<file path="src/rtl/dds_pkg.sv">
// Shared types and default widths for the DDS blocks (sweep sequencer, wave core).
package dds_pkg;

    localparam int KW = 32;
    localparam int PW = 11;
    localparam int CW = 16;
    localparam int DW = 16;

    typedef enum logic [1:0] {
        MODE_SINGLE = 2'd0,
        MODE_REPEAT = 2'd1,
        MODE_TRI    = 2'd2
    } mode_t;

    typedef enum logic [1:0] {
        IDLE  = 2'd0,
        DWELL = 2'd1,
        DONE  = 2'd2
    } state_t;

endpackage

</file>
<file path="src/rtl/dds_dwell_timer.sv">
// Loadable down-counter that measures how long each tone is held.
module dds_dwell_timer #(
    parameter int DW = 16
) (
    input  logic          clk,
    input  logic          rst,
    input  logic          load,
    input  logic [DW-1:0] load_val,
    output logic          expire
);

    logic [DW-1:0] count;

    // Parks at zero between tones so expire stays asserted until reloaded.
    always_ff @(posedge clk) begin
        if (rst) begin
            count <= '0;
        end else if (load) begin
            count <= load_val;
        end else if (count != '0) begin
            count <= count - 1'b1;
        end
    end

    assign expire = (count == '0);

endmodule

</file>
<file path="src/rtl/dds_sweep_ctrl.sv">
// Sweep sequencer: steps the DDS frequency word K through a linear tone list,
// holding each tone for a programmed dwell, in single, repeat or triangle mode.
module dds_sweep_ctrl
    import dds_pkg::*;
#(
    parameter int KW_P = KW,
    parameter int PW_P = PW,
    parameter int CW_P = CW,
    parameter int DW_P = DW
) (
    input  logic            clk,
    input  logic            rst,
    // Handshake: a command transfers on a rising edge where cfg_valid and
    // cfg_ready are both high; cfg_* are ignored on every other edge.
    input  logic            cfg_valid,
    output logic            cfg_ready,
    input  logic [KW_P-1:0] cfg_k_start,
    input  logic [KW_P-1:0] cfg_k_step,
    input  logic [CW_P-1:0] cfg_steps,
    input  logic [DW_P-1:0] cfg_dwell,
    input  logic [PW_P-1:0] cfg_phase,
    input  logic [1:0]      cfg_mode,
    input  logic            abort,
    output logic [KW_P-1:0] K,
    output logic [PW_P-1:0] P,
    output logic            busy,
    output logic            tone_strobe,
    output logic            done,
    output state_t          dbg_state
);

    state_t          state;
    logic [KW_P-1:0] k_start_q;
    logic [KW_P-1:0] k_step_q;
    logic [CW_P-1:0] steps_q;
    logic [DW_P-1:0] dwell_m1_q;
    logic [1:0]      mode_q;
    logic [CW_P-1:0] idx;
    logic            dir_down;

    logic            accept;
    logic            expire;
    logic            timer_load;
    logic [DW_P-1:0] cfg_dwell_m1;
    logic [DW_P-1:0] timer_val;

    assign cfg_ready = (state == IDLE) && !abort;
    assign accept    = cfg_valid && cfg_ready;
    assign dbg_state = state;

    // A dwell of 0 behaves like 1, so both reload the counter with 0.
    assign cfg_dwell_m1 = (cfg_dwell == '0) ? '0 : cfg_dwell - 1'b1;

    assign timer_load = accept || ((state == DWELL) && expire && !abort);
    assign timer_val  = accept ? cfg_dwell_m1 : dwell_m1_q;

    dds_dwell_timer #(.DW(DW_P)) u_timer (
        .clk      (clk),
        .rst      (rst),
        .load     (timer_load),
        .load_val (timer_val),
        .expire   (expire)
    );

    always_ff @(posedge clk) begin
        if (rst) begin
            state       <= IDLE;
            K           <= '0;
            P           <= '0;
            busy        <= 1'b0;
            tone_strobe <= 1'b0;
            done        <= 1'b0;
            k_start_q   <= '0;
            k_step_q    <= '0;
            steps_q     <= '0;
            dwell_m1_q  <= '0;
            mode_q      <= '0;
            idx         <= '0;
            dir_down    <= 1'b0;
        end else begin
            tone_strobe <= 1'b0;
            done        <= 1'b0;
            if (abort) begin
                state <= IDLE;
                busy  <= 1'b0;
            end else begin
                case (state)
                    IDLE: begin
                        if (accept) begin
                            k_start_q   <= cfg_k_start;
                            k_step_q    <= cfg_k_step;
                            steps_q     <= cfg_steps;
                            dwell_m1_q  <= cfg_dwell_m1;
                            mode_q      <= cfg_mode;
                            K           <= cfg_k_start;
                            P           <= cfg_phase;
                            idx         <= '0;
                            dir_down    <= 1'b0;
                            tone_strobe <= 1'b1;
                            busy        <= 1'b1;
                            state       <= DWELL;
                        end
                    end
                    DWELL: begin
                        if (expire) begin
                            if (idx < steps_q) begin
                                K           <= dir_down ? K - k_step_q : K + k_step_q;
                                idx         <= idx + 1'b1;
                                tone_strobe <= 1'b1;
                            end else begin
                                case (mode_q)
                                    MODE_REPEAT: begin
                                        K           <= k_start_q;
                                        idx         <= '0;
                                        tone_strobe <= 1'b1;
                                    end
                                    MODE_TRI: begin
                                        // A one-tone leg has nowhere to turn; keep re-presenting k_start.
                                        if (steps_q == '0) begin
                                            K <= k_start_q;
                                        end else begin
                                            K        <= dir_down ? K + k_step_q : K - k_step_q;
                                            dir_down <= !dir_down;
                                            idx      <= {{(CW_P-1){1'b0}}, 1'b1};
                                        end
                                        tone_strobe <= 1'b1;
                                    end
                                    default: begin
                                        busy  <= 1'b0;
                                        done  <= 1'b1;
                                        state <= DONE;
                                    end
                                endcase
                            end
                        end
                    end
                    DONE: begin
                        state <= IDLE;
                    end
                    default: begin
                        state <= IDLE;
                        busy  <= 1'b0;
                    end
                endcase
            end
        end
    end

endmodule
</file>
<file path="config.mk">
export PLATFORM = sky130hd
export DESIGN_NAME = dds_sweep_ctrl
export DESIGN_NICKNAME = d
export VERILOG_FILES = /design/src/rtl/dds_pkg.sv /design/src/rtl/dds_dwell_timer.sv /design/src/rtl/dds_sweep_ctrl.sv
export SDC_FILE = /design/constraint.sdc
export NUM_CORES = 1
export LEC_CHECK = 0
export CORE_MARGIN = 1
export CORE_UTILIZATION = 51
export DETAILED_ROUTE_END_ITERATION = 8
export GPL_ROUTABILITY_DRIVEN = 1
export HOLD_SLACK_MARGIN = 0.08
export PLACE_DENSITY = 0.78
export REMOVE_ABC_BUFFERS = 1
export SLEW_MARGIN = 40
export SYNTH_ARGS = -nofsm -noshare
export SYNTH_HDL_FRONTEND = slang
export SYNTH_HIERARCHICAL = 1
export SYNTH_SLANG_ARGS = --single-unit
export TNS_END_PERCENT = 50
</file>
<file path="constraint.sdc">
create_clock -name clk -period 3.25 [get_ports clk]
set_input_delay 0.975 -clock clk [delete_from_list [all_inputs] [get_ports clk]]
set_output_delay 0.975 -clock clk [all_outputs]
set_load 0.02 [all_outputs]
</file>
* Word level (Yosys, flattened, before mapping) *
Cells that the tools add are included.

operators by class
  $add $sub $neg = 5
  multiplexer cells = 40
  magnitude comparators = 1
  equality and inequality tests = 12
  bitwise gates (word level) = 4
  reduce and logical (&&, ||, !) cells = 24

operators by type and width
  cell                     count
  $mux W32                 6
  $mux W16                 8
  $pmux W32 S2             2
  $pmux W16 S2             2
  $logic_not A16 Y1        3
  $add A32 B32 Y32         1
  $sub A16 B1 Y16 const B  2
  $sub A32 B32 Y32         1
  $add A16 B1 Y16 const B  1
  $lt A16 B16 Y1           1
  $reduce_bool A16 Y1      1
  $mux W1                  14
  $ne A2 B2 Y1 const B     5
  $reduce_and A5 Y1        2
  $mux W2                  4
  $reduce_and A7 Y1        1
  $reduce_and A6 Y1        1
  $reduce_or A5 Y1         1
  $eq A2 B1 Y1 const B     2
  $eq A2 B2 Y1 const B     2
  $logic_and A1 B1 Y1      4
  $ne A4 B1 Y1 const B     1
  $ne A4 B4 Y1 const B     1
  $not A1 Y1               4
  other kinds (12)         16

storage, ports and cells
  logic and storage cells = 100
  register bits = 179
  output and inout port bits = 49
  input bits = 113

* Logic depth before layout (Yosys ltp) *
Gate-level depths: netlist of the first run.

  depth after elaboration = 7
  mapped depth = 14
  gate-level depth less buffers = 13

* Hierarchy *
The synthesis of the first run kept the hierarchy.

by module, submodules not included
  module           area an instance (sq um)  times used  cells each  sequential area each (sq um)
  dds_sweep_ctrl   11403.4                   1           1564        3263.1
  dds_dwell_timer  902.1                     1           112         320.3

* Worst setup path after synthesis of the first run *
No wires, ideal clock.

  kind = input port to flip-flop
  from = input cfg_dwell[10]
  to = register u_timer.count[15]
  required time = 3.128 ns
  stages = 9
  path buffers = 0
  setup time = 0.122 ns
  arrival time = 3.252 ns
  path slack = -0.124 ns
  cell sequence = or4_1 -> or4_1 -> or2_2 -> nor4_1 -> mux2i_1 -> o21ai_1 -> mux2i_1 -> a211oi_1 -> a311o_1

on the way
  longest elaborated chain between the ends = 4
  elaborated cells between the ends (all ways) = 5
  those cells by class = 1 x add/sub; 3 x mux; 1 x reduce/logical

ends and longest elaborated chain
  what                                                  RTL line               source
  start: declaration                                    dds_sweep_ctrl.sv:20   input logic [DW_P-1:0] cfg_dwell,
  $sub A16 B1 Y16 or $logic_not A16 Y1 (tied branches)  dds_sweep_ctrl.sv:52   assign cfg_dwell_m1 = (cfg_dwell == '0) ? '0 : cfg_dwell - 1'b1;
  $mux W16 *                                            dds_sweep_ctrl.sv:52
  $mux W16 *                                            dds_sweep_ctrl.sv:55   assign timer_val = accept ? cfg_dwell_m1 : dwell_m1_q;
  via timer_val[15]                                     dds_sweep_ctrl.sv:45   logic [DW_P-1:0] timer_val;
  $mux W16 *                                            dds_dwell_timer.sv:18  end else if (load) begin
  end signal: assignment                                dds_dwell_timer.sv:19  count <= load_val;
  end signal: assignment                                dds_dwell_timer.sv:21  count <= count - 1'b1;
  end: declaration                                      dds_dwell_timer.sv:12  logic [DW-1:0] count;

The timed path passes the listed nets; every way through them passes the cells marked *.
A chain may end at the register's enable or synchronous reset.

* Worst setup path after layout of the first run *
  from = register k_step_q[6]
  to = register K[15]

on the way
  longest elaborated chain between the ends = 7
  elaborated cells between the ends (all ways) = 9
  those cells by class = 2 x add/sub; 7 x mux

ends and longest elaborated chain
  what                                                  RTL line                                      source
  start: declaration                                    dds_sweep_ctrl.sv:34                          logic [KW_P-1:0] k_step_q;
  start signal: assignment                              dds_sweep_ctrl.sv:91                          k_step_q <= cfg_k_step;
  $sub A32 B32 Y32 or $add A32 B32 Y32 (tied branches)  dds_sweep_ctrl.sv:107, dds_sweep_ctrl.sv:122
  $mux W32                                              dds_sweep_ctrl.sv:122                         K <= dir_down ? K + k_step_q : K - k_step_q;
  $mux W32                                              dds_sweep_ctrl.sv:119                         if (steps_q == '0) begin
  $pmux W32 S2                                          dds_sweep_ctrl.sv:111                         case (mode_q)
  $mux W32 *                                            dds_sweep_ctrl.sv:106                         if (idx < steps_q) begin
  $mux W32 *                                            dds_sweep_ctrl.sv:105                         if (expire) begin
  $pmux W32 S2 *                                        dds_sweep_ctrl.sv:87                          case (state)
  end signal: assignment                                dds_sweep_ctrl.sv:95                          K <= cfg_k_start;
  end signal: assignment                                dds_sweep_ctrl.sv:107                         K <= dir_down ? K - k_step_q : K + k_step_q;
  end signal: assignment                                dds_sweep_ctrl.sv:113                         K <= k_start_q;
  end: declaration                                      dds_sweep_ctrl.sv:24                          output logic [KW_P-1:0] K,

Every way passes the cells marked *; elsewhere a longest branch is shown, timed or not. The select of a mux whose other input is x is not followed.

==> results.sh, run 1 <==
export IMPL_root_buffer="clkbuf_16"
export IMPL_ios=162
export IMPL_syn_inst=1676
export IMPL_antenna_found_initial=0
export IMPL_grt_pass1_vias=12536
export IMPL_synth_warnings=6
export IMPL_r2r_setup_slack_ns=0.09
export IMPL_track_usage_pct=33.2
export IMPL_syn2layout_area_growth_pct=30.4
export IMPL_place_gp_congestion=0.986
export IMPL_holdPathStages=2
export IMPL_die_width_um=157
export IMPL_synth_edf_count=0
export IMPL_num_vias=13205
export IMPL_start_util_pct=52.3
export IMPL_period_needed_ns=3.16
export IMPL_avgSynthCellArea_sq_um=7.34
export IMPL_ant_nets=0
export IMPL_diodes=0
export IMPL_die_h_um=157
export IMPL_core_area_sq_um=23500
export IMPL_drive_gt1_share_pct=14.2
export IMPL_slew_viol_final=0
export IMPL_cts_sinks=179
export IMPL_dp_cells=2212
export IMPL_slew_headroom_pct=52.5
export IMPL_min_path_type="reg2reg"
export IMPL_postLayoutCoreUtil_pct=68.2
export IMPL_final_common_cell="nand2_1"
export IMPL_synth_seq_cells=179
export IMPL_drv_cap=0
export IMPL_ir_drop_mv=0.355
export IMPL_r2r_start="k_step_q[6]"
export IMPL_wl_met2_um=18900
export IMPL_final_cell_mix="nand2_1, a21oi_1, dfxtp_1"
export IMPL_met1_length_um=18200
export IMPL_drc=0
export IMPL_start_kind="register"
export IMPL_io_buffers=161
export IMPL_fmax_ghz=0.317
export IMPL_grt_pass1_wl_um=64600
export IMPL_whs_endpoint="k_start_q[31]"
export IMPL_top_layer="met4"
export IMPL_min_period_over_period_pct=97.1
export IMPL_cts_buffers=17
export IMPL_clockBufferDepth=2
export IMPL_setup_viol=0
export IMPL_finalHoldViolations=0
export IMPL_ys_seq_area_share_pct=29.1
export IMPL_rsz0062_at_grt="no"
export IMPL_skew_ns=0.0162
export IMPL_cts_htree_levels=4
export IMPL_swShare_pct=35.8
export IMPL_worst_pin_slew_ns=0.711
export IMPL_synth_ff_type="dfxtp_1"
export IMPL_power_frac_comb_pct=35.9
export IMPL_r2r_end="K[15]"
export IMPL_clkPwrFrac_pct=29.3
export IMPL_met3RoutedLength_um=2430
export IMPL_dpl_hpwl_um=29900
export IMPL_leakage_nw=6.46
export IMPL_async_reset_ff_share_pct=0
export IMPL_seqPwrFrac_pct=34.8
export IMPL_worstSetupEndpointType="register"
export IMPL_path_class="reg2reg"
export IMPL_status="finished clean"
export IMPL_worstSkewPairLatency_ns=0.44
export IMPL_wire_per_inst_um=18.2
export IMPL_grt_max_degree=111
export IMPL_grt_overflow=0
export IMPL_crit_required_ns=3.56
export IMPL_cts_hold_buf=0
export IMPL_wl_um=40800
export IMPL_die_area_sq_um=24800
export IMPL_final_cell_count_no_fill=2248
export IMPL_row_count=56
export IMPL_ys_types=85
export IMPL_p_per_area_nw_per_um2=457
export IMPL_drt_iter0_markers=1070
export IMPL_r2r_worst_path_cells=13
export IMPL_p_sw_mw=2.62
export IMPL_fin_ws_ns=0.0931
export IMPL_path_max_fanout=10
export IMPL_netlist_area_sq_um=12300
export IMPL_drt_pass1_iterations=6
export IMPL_cts_tree="built"
export IMPL_clkTransAtPathRegs_ns=0.07
export IMPL_vias_per_cell=5.87
export IMPL_dpl_worst_slack_ns=-0.741
export IMPL_worst_ep_arrival_time_ns=3.47
export IMPL_layout_nets=2113
export IMPL_min_from="k_start_q[31]"
export IMPL_p_int_mw=4.72
## metrics by stage
stage	TNS, ns	total power [mW]	instance area [sq um]	hold slack, ns
2_1_floorplan	-187.65	4.08	11900	0.427
3_3_place_gp	-12.80	5.06	15200	0.440
3_5_place_dp	-14.56	5.12	15200	0.445
4_1_cts	-0.0126	7.28	15800	0.455
5_1_grt	0	7.69	16000	0.473
6_report	0	7.34	16000	0.454
## cell usage after synthesis, types with 15 or more instances
library cell / number / area share, %
nor2_1: 143 / 4.4
xor2_1: 15 / 1.1
mux2i_1: 18 / 1.5
nand2_1: 290 / 8.8
nor3_1: 45 / 1.8
dfxtp_1: 179 / 29
o21ai_0: 89 / 3.6
xnor2_1: 57 / 4.1
clkbuf_1: 79 / 2.4
a21o_1: 18 / 1.1
inv_1: 85 / 2.6
and2_1: 16 / 0.81
a211oi_1: 31 / 1.9
nor4_1: 17 / 0.86
ha_1: 81 / 8.2
a21oi_1: 200 / 8.1
nand3_1: 30 / 1.2
## layout make-up
type	count	area, sq um
clock buffer	20	447
clock inverter	11	143
fill	2105	7490
inverter	86	323
multi-input combinational	1306	8230
sequential	179	3590
tap	319	399
timing repair buffer	327	2920
## worst max-delay path by stage
stage          depth (start not counted)         start  slack [ns]                 to
5_1_grt                               14   k_step_q[4]       0.002              K[29]
3_5_place_dp                          12  cfg_dwell[0]       -0.74  u_timer/count[15]
3_3_place_gp                          12  cfg_dwell[0]       -0.69  u_timer/count[15]
2_1_floorplan                          8         abort       -3.03             idx[3]
4_1_cts                               10  cfg_dwell[8]       -0.01  u_timer/count[15]
6_report                              13   k_step_q[6]        0.09              K[15]
## power by group through the flow
stage	Sequential (mW)	Combinational, mW	Clock [mW]
2_1_floorplan	2.60	1.48	0
3_3_place_gp	2.59	2.47	0
3_5_place_dp	2.60	2.52	0
4_1_cts	2.55	2.56	2.17
5_1_grt	2.58	2.85	2.26
6_report	2.56	2.63	2.15
## what timing repair did
item,4_1_cts,5_1_grt
pin swaps,7,23
endpoints found under the hold margin,0,0
buffers inserted,0,5
resized for setup,24,39
endpoints found under the setup margin,15,28
## worst max-delay path: stages (launching register included)
cell	delay [ns]
dfxtp_1	0.33
inv_1	0.05
ha_1	0.29
buf_4	0.19
or3_4	0.36
or4_1	0.40
a21oi_1	0.21
o31ai_1	0.14
a2bb2oi_1	0.27
mux2i_1	0.16
xnor2_1	0.21
o21ai_0	0.10
a222oi_1	0.23
a211oi_1	0.11
## sequential cells by signal, summed over array words and instances, names as in the netlist
name           flops
dwell_m1_q        16
tone_strobe        1
k_step_q          32
u_timer/count     16
done               1
mode_q             2
k_start_q         32
P                 11
idx               16
busy               1
dir_down           1
steps_q           16
dbg_state          2
K                 32
## cell families (layout without fill, tap and decap cells)
logic type / after synthesis / in the layout / synth area share, %
compound gates: 500 / 500 / 26.2
xor+xnor: 72 / 72 / 5.12
fa+ha+maj: 83 / 83 / 8.56
buf+inv: 191 / 444 / 6.18
flops: 179 / 179 / 29.1
mux: 20 / 20 / 1.65
simple gates: 631 / 631 / 23.2
## layer usage
layer / vias up / GRT usage, %
li1: 6381 / -
met1: 6275 / 43.5
met2: 465 / 54.8
met3: 84 / 4.65
met4: 0 / 13.1
met5: - / 0
Power figures use the tool's default switching activity.
==> run 2: changes to the inputs <==
- SLEW_MARGIN: 40 -> unset
==> run 2 against run 1 <==
  * Clock skew increased by 0.00075 ns
  * Power is 0.11% lower
  * First-iteration DRC count decreased by 0.37%
  * Sequential power barely moved
  * Non-clock buffer count decreased by 1
  * Utilization is 0.21 points lower
  * Clock-buffer cell count unchanged
  * Critical path type unchanged
==> results.sh, run 2 (synthesis gave the netlist of run 1 again) <==
export IMPL_vias_per_cell=5.86
export IMPL_core_area_sq_um=23500
export IMPL_grt_max_degree=111
export IMPL_start_util_pct=52.3
export IMPL_dpl_hpwl_um=29900
export IMPL_ant_nets=0
export IMPL_min_from="k_start_q[31]"
export IMPL_crit_path_max_incr_delay_ns=0.40
export IMPL_status="finished clean"
export IMPL_drc=0
export IMPL_min_path_type="reg2reg"
export IMPL_cts_htree_levels=4
export IMPL_worstSetupEndpointType="register"
export IMPL_io_buffers=161
export IMPL_antenna_found_initial=0
export IMPL_slew_headroom_pct=52.8
export IMPL_path_cells="inv_1 > ha_1 > buf_4 > or3_4 > or4_1 > a21oi_1 > o31ai_1 > a2bb2oi_1 > mux2i_1 > xnor2_1 > o21ai_0 > a222oi_1 > a211oi_1"
export IMPL_start_kind="register"
export IMPL_die_h_um=157
export IMPL_setup_viol=0
export IMPL_grt_pass1_vias=12536
export IMPL_wire_per_inst_um=18.1
export IMPL_leakage_nw=6.45
export IMPL_holdPathStages=2
export IMPL_cts_sinks=179
export IMPL_r2r_setup_slack_ns=0.1
export IMPL_drt_iter0_markers=1066
export IMPL_die_area_sq_um=24800
export IMPL_crit_required_ns=3.56
export IMPL_layout_nets=2112
export IMPL_grt_overflow=0
export IMPL_wl_um=40800
export IMPL_final_cell_mix="nand2_1, a21oi_1, dfxtp_1"
export IMPL_postLayoutCoreUtil_pct=68.0
export IMPL_num_vias=13177
export IMPL_drt_pass1_iterations=7
export IMPL_worstSkewPairLatency_ns=0.45
export IMPL_drive_gt1_share_pct=13.8
export IMPL_worst_pin_slew_ns=0.708
export IMPL_die_width_um=157
export IMPL_skew_ns=0.0169
export IMPL_diodes=0
export IMPL_cts_tree="built"
export IMPL_rsz0062_at_grt="yes"
export IMPL_r2r_start="k_step_q[6]"
export IMPL_path_max_fanout=10
export IMPL_slew_viol_final=0
export IMPL_track_usage_pct=33.2
export IMPL_path_class="reg2reg"
export IMPL_top_regs="K x32, k_start_q x32, k_step_q x32"
export IMPL_final_common_cell="nand2_1"
export IMPL_r2r_worst_path_cells=13
export IMPL_fillers=2112
export IMPL_place_gp_congestion=0.986
export IMPL_p_per_area_nw_per_um2=458
export IMPL_r2r_end="K[15]"
export IMPL_cts_buffers=17
export IMPL_whs_endpoint="k_start_q[31]"
export IMPL_syn2layout_area_growth_pct=30.0
export IMPL_worst_ep_arrival_time_ns=3.47
export IMPL_clkTransAtPathRegs_ns=0.07
export IMPL_row_count=56
export IMPL_min_period_over_period_pct=97.0
export IMPL_period_needed_ns=3.15
export IMPL_clockBufferDepth=2
export IMPL_finalHoldViolations=0
export IMPL_ios=162
export IMPL_fmax_ghz=0.317
export IMPL_root_buffer="clkbuf_16"
export IMPL_drv_cap=0
export IMPL_grt_pass1_wl_um=64600
export IMPL_ir_drop_mv=0.355
export IMPL_critPathSlowestCell="or4_1"
export IMPL_tns_ns=0
[run 2: cell types whose count changed in the layout (fill, tap and decap cells not counted), sizes merged]
cell and delta:
buf -1
[run 2: cell type report]
cell class	instances	area [sq um]	share of cell area (%)
multi-input combinational	1306	8190	51.2
sequential	179	3590	22.4
timing repair buffer	326	2910	18.2
clock buffer	20	447	2.79
tap	319	399	2.49
inverter	86	323	2.02
clock inverter	11	143	0.892
[run 2: worst max path at each step]
| stage | startpoint | end | slack, ns |
|---|---|---|---|
| 2_1_floorplan | abort | idx[3] | -3.03 |
| 3_3_place_gp | cfg_dwell[0] | u_timer/count[15] | -0.69 |
| 3_5_place_dp | cfg_dwell[0] | u_timer/count[15] | -0.74 |
| 4_1_cts | cfg_dwell[8] | u_timer/count[15] | -0.01 |
| 5_1_grt | steps_q[9] | K[14] | -0.03 |
| 6_report | k_step_q[6] | K[15] | 0.1 |
[run 2: worst max-delay path: cells and delay by family (launching register included)]
family	cells	cell delay (ns)
compound gates	6	1.07
flops	1	0.33
buf+inv	2	0.23
xor+xnor	1	0.20
simple gates	2	0.76
fa+ha+maj	1	0.29
mux	1	0.15
[run 2: timing repair]
item | in CTS | in global routing
setup buffers | 0 | 4
pin swaps | 7 | 17
hold buffers | 0 | 0
endpoints found under the setup margin | 15 | 43
hold endpoints to repair | 0 | 0
gates resized for setup | 24 | 33
[run 2: stage by stage]
step           area (sq um)  cells  power [mW]  hold slack [ns]  worst slack, ns
3_3_place_gp          15200   2212        5.06            0.440           -0.691
4_1_cts               15800   2243        7.28            0.455          -0.0126
6_report              16000   2247        7.33            0.452           0.0984
3_5_place_dp          15200   2212        5.12            0.445           -0.741
2_1_floorplan         11900   1571        4.08            0.427            -3.03
5_1_grt               16000   2247        7.68            0.473          -0.0267
[run 2: layer usage]
| layer | wire length (um) | track usage (%) |
|---|---|---|
| met1 | 17900 | 43.5 |
| met2 | 18900 | 54.8 |
| met3 | 2640 | 4.65 |
| met4 | 1300 | 13.1 |
| met5 | 0 | 0 |
[run 2: where the power goes]
part           internal, mW  switching [mW]  total, mW
combinational          1.17            1.46       2.63
sequential             2.37           0.186       2.56
clock                  1.17           0.978       2.15
==> RTL edit 1: new RTL, flow settings as in run 2 <==
`DW` is set to 16 in 2 places; all go to 32.
--- a/src/rtl/dds_pkg.sv
+++ b/src/rtl/dds_pkg.sv
@@ -5,5 +5,5 @@
     localparam int PW = 11;
     localparam int CW = 16;
-    localparam int DW = 16;
+    localparam int DW = 32;
 
     typedef enum logic [1:0] {
--- a/src/rtl/dds_dwell_timer.sv
+++ b/src/rtl/dds_dwell_timer.sv
@@ -1,5 +1,5 @@
 // Loadable down-counter that measures how long each tone is held.
 module dds_dwell_timer #(
-    parameter int DW = 16
+    parameter int DW = 32
 ) (
     input  logic          clk,
Interface: changed (resized cfg_dwell); port bits go from 162 to 178. No check against the original RTL was run, so the function may have changed too.
==> RTL edit 1 against run 2 <==
The run now ends with negative setup slack left. Clock skew increased by 0.0012 ns. Worst setup slack got worse by 0.14 ns. Cell area increased by 21%. Non-clock buffer count is 98 higher. Highest routed layer unchanged. Total power up 27%. Area after synthesis increased by 17%. Sequential cell count grew 32. Cell count up 18%. Routed wire length is 22% higher. Critical path type unchanged. Global-route usage up 0.34 points.
==> RTL edit 1: results (changes against run 2) <==
- Wire length per cell: 18.7 µm (+3.0%)
- Avg Cell Area, Syn: 7.45 µm² (+1.5%)
- PortBufs: 177 (+9.9%)
- Worst setup margin: -0.0394 ns (-0.138 ns)
- Synth Area in Adders: 7.35% (-1.2 points)
- # H-tree levels: 1 (-3)
- Signal buffers: 424 (+30%)
- Critical Path Fanout Max: 7 (-3)
- Max-Slew Margin vs Limit: 45.5% (-7.2 points)
- Largest net degree at the start of global routing: 129 (+16%)
- Clock buffer count in the final layout: 37 (+85%)
- Seq/Total Area, Yosys: 29.5% (+0.34 points)
- Worst hold slack: 0.453 ns (+0.000431 ns)
- Hold endpoint: k_start_q[23]$_SDFFE_PP0P_
- Via Count: 15700 (+19%)
- Worst path arrival time: 3.79 ns (+0.32 ns)
- Post-synthesis mux area share: 1.40% (-0.25 points)
- Slowest-stage cell, CP: or4_4
- Seq_cells: 211 (+18%)
- Yosys top cell area share: 29.5% (+0.34 points)
- Status: finished, violations left
- Non-Filler Instances: 2650 (+18%)
- Synth cell types: 83 (-2.4%)
- Setup violators final: 10 (+10)
- RR Endpoint: u_timer/count[20]$_SDFFE_PP0P_
- Post-synth top cells: 313 x nand2_1, 211 x dfxtp_1, 195 x a21oi_1
- Violated checks: negative setup slack
- Top cells by area, synth: dfxtp_1 29%, nand2_1 8.2%, ha_1 7.1%
- Sw Ratio: 35.3% (-0.50 points)
- Fillers: 2277 (+7.8%)
- Total power: 9.30 mW (+27%)
- Area taken by multi-input logic gates: 9660 µm² (+18%)
- Vias in the first global route: 14900 (+19%)
- Setup TNS: -0.235 ns (-0.235 ns)
- Compound-cell area share of the yosys netlist: 25.9% (-0.29 points)
- P_leak: 8.08 nW (+25%)
- Post-Synth XOR/XNOR Area: 6.47% (+1.4 points)
- Pwr dens: 482 nW/µm² (+5.1%)
- #MultiIn Comb: 1494 (+14%)
- All-Layer GR Usage: 33.5% (+0.34 points)
- Worst r2r src: u_timer/count[20]$_SDFFE_PP0P_
- DR iter-0 viols: 1254 (+18%)
- Register area: 4240 µm² (+18%)
- Worst Skew: 0.0181 ns (+0.00120 ns)
- Skew-Pair Late Insertion Delay: 0.56 ns (+0.11 ns)
- Placed cells: 2585 (+17%)
- Clock group power: 2.81 mW (+31%)
- Place WS: -0.820 ns (-0.0784 ns)
- Final #Nets: 2466 (+17%)
- Routability congestion estimate: 0.979 (-0.71%)
==> RTL edit 1: how the worst max path moves through the flow <==
stage,slack [ns],start,endpoint
2_1_floorplan,-5.03,abort,idx[15]$_SDFFE_PP0P_
3_3_place_gp,-0.71,cfg_dwell[14],u_timer/count[30]$_SDFFE_PP0P_
3_5_place_dp,-0.82,cfg_dwell[14],u_timer/count[10]$_SDFFE_PP0P_
4_1_cts,-0.03,cfg_dwell[9],u_timer/count[30]$_SDFFE_PP0P_
5_1_grt,-0.13,u_timer/count[20]$_SDFFE_PP0P_,u_timer/count[20]$_SDFFE_PP0P_
6_report,-0.04,u_timer/count[20]$_SDFFE_PP0P_,u_timer/count[20]$_SDFFE_PP0P_
==> RTL edit 1: metal layers <==
metal | GRT usage [%] | share of wire (%) | up-vias
met5 | 0 | 0 | -
met4 | 12.4 | 3.8 | 0
met3 | 4.31 | 7.0 | 138
met2 | 57.5 | 48 | 653
met1 | 42.8 | 42 | 7369
li1 | - | - | 7501
==> RTL edit 2: new RTL, flow settings as in run 2 <==
Made on the original files. Reset style: asynchronous (`rst`), changed in 2 clocked blocks.
--- a/src/rtl/dds_dwell_timer.sv
+++ b/src/rtl/dds_dwell_timer.sv
@@ -13,5 +13,5 @@
 
     // Parks at zero between tones so expire stays asserted until reloaded.
-    always_ff @(posedge clk) begin
+    always_ff @(posedge clk or posedge rst) begin
         if (rst) begin
             count <= '0;
--- a/src/rtl/dds_sweep_ctrl.sv
+++ b/src/rtl/dds_sweep_ctrl.sv
@@ -63,5 +63,5 @@
     );
 
-    always_ff @(posedge clk) begin
+    always_ff @(posedge clk or posedge rst) begin
         if (rst) begin
             state       <= IDLE;
Behaviour: differs if rst is asserted again (counterexample within 4 cycles, from zero or initial values and one cycle with rst high); with rst held inactive, the same outputs for 4 cycles.
==> RTL edit 2 against run 2 <==
The flow now finishes with violations (negative setup slack). Routed wire length is 1.8% higher. Sequential cell count is the same. Cell area grew 5.6%. Area after synthesis up 2.4%. Worst setup slack lost 0.14 ns. Critical path type unchanged. Largest cell class unchanged.
Power is not compared: it rests on default switching activity, and its combinational part moved more than twofold at a synthesized area within 25%.
==> RTL edit 2: results (changes against run 2) <==
- Met2 wire length: 19200 µm (+1.8%)
- Worst hold slack: 0.472 ns (+0.0193 ns)
- Post-synthesis mux area share: 2.23% (+0.59 points)
- Initial antenna violation count: 1 (+1)
- Register-to-Register Path Depth: 15 (+2)
- Crit path launch: k_step_q[0]$_DFFE_PP0P_
- Dpl cell area: 15600 µm² (+2.8%)
- All-Layer GR Usage: 31.8% (-1.4 points)
- Vias in the first global route: 12400 (-0.72%)
- Setup TNS: -0.0371 ns (-0.0371 ns)
- Non-Filler Instances: 2184 (-2.8%)
- Violated checks: negative setup slack
- Seq/Total Area, Yosys: 35.5% (+6.4 points)
- Placed cells: 2131 (-3.7%)
- Via Count: 12900 (-2.1%)
- Post-Synth XOR/XNOR Area: 5.56% (+0.44 points)
- Met2 usage: 51.4% (-3.4 points)
- Gates resized, CTS repair: 18 (-25%)
- Synth cell types: 86 (+1.2%)
- M3 GR Usage: 5.60% (+0.95 points)
- Largest net degree at the start of global routing: 74 (-33%)
- M1 wire length: 17800 µm (-0.69%)
- Worst hold start: dwell_m1_q[1]$_DFFE_PP0P_
- Critical Path Fanout Max: 3 (-7)
- Setup violators final: 1 (+1)
- Post-synth ARST share: 100% (+100 points)
- DR iter-0 viols: 1122 (+5.3%)
- First-pass iteration count of the detailed router: 6 (-1)
- Status: finished, violations left
- Met3 wire length: 3280 µm (+24%)
- First-pass GRT wire length: 64400 µm (-0.27%)
- Worst slew pin tran: 0.941 ns (+0.234 ns)
- Max layer used: met5
- Final #Nets: 2043 (-3.3%)
- Place WS: -0.450 ns (+0.291 ns)
- Share of post-route cells with drive strength above 1: 18.0% (+4.1 points)
- Worst setup margin: -0.0371 ns (-0.136 ns)
- Setup crit end: K[30]$_DFFE_PP0P_
- Worst Skew: 0.0137 ns (-0.00322 ns)
RTL edit 2: cell count changes in the layout (fill, tap and decap cells not counted), moves of 11 or more:
cell	before	now
dfrtp_1	0	177
dfxtp_1	177	0
a21oi_1	198	91
o21ai_0	88	149
nor2_1	143	103
a211oi_1	30	12
nor3_1	44	26
buf_4	160	177
nand2_1	286	302
nand3_1	30	17
and2_1	15	3
mux2i_1	16	27
RTL edit 2: cell type report:
cell class	count	area [µm²]
well taps	324	405
flip-flops and latches	179	4480
repair buffers	351	3120
clock buffers	17	425
inverters	92	353
multi-input cells	1206	7950
clock inverters	15	161
fillers	1918	7350
RTL edit 2: worst max-delay path, stage by stage, from the launching register on:
cell and delay (ns):
dfrtp_1 0.41, ha_2 0.21, fa_2 0.34, nor2b_1 0.16, o211ai_1 0.18, buf_4 0.17, a31oi_4 0.11, nor3_4 0.25
o211ai_1 0.21, buf_4 0.21, a311oi_2 0.29, nor2_1 0.07, nor2_1 0.16, xnor2_1 0.14, o21ai_1 0.07, o22a_1 0.18
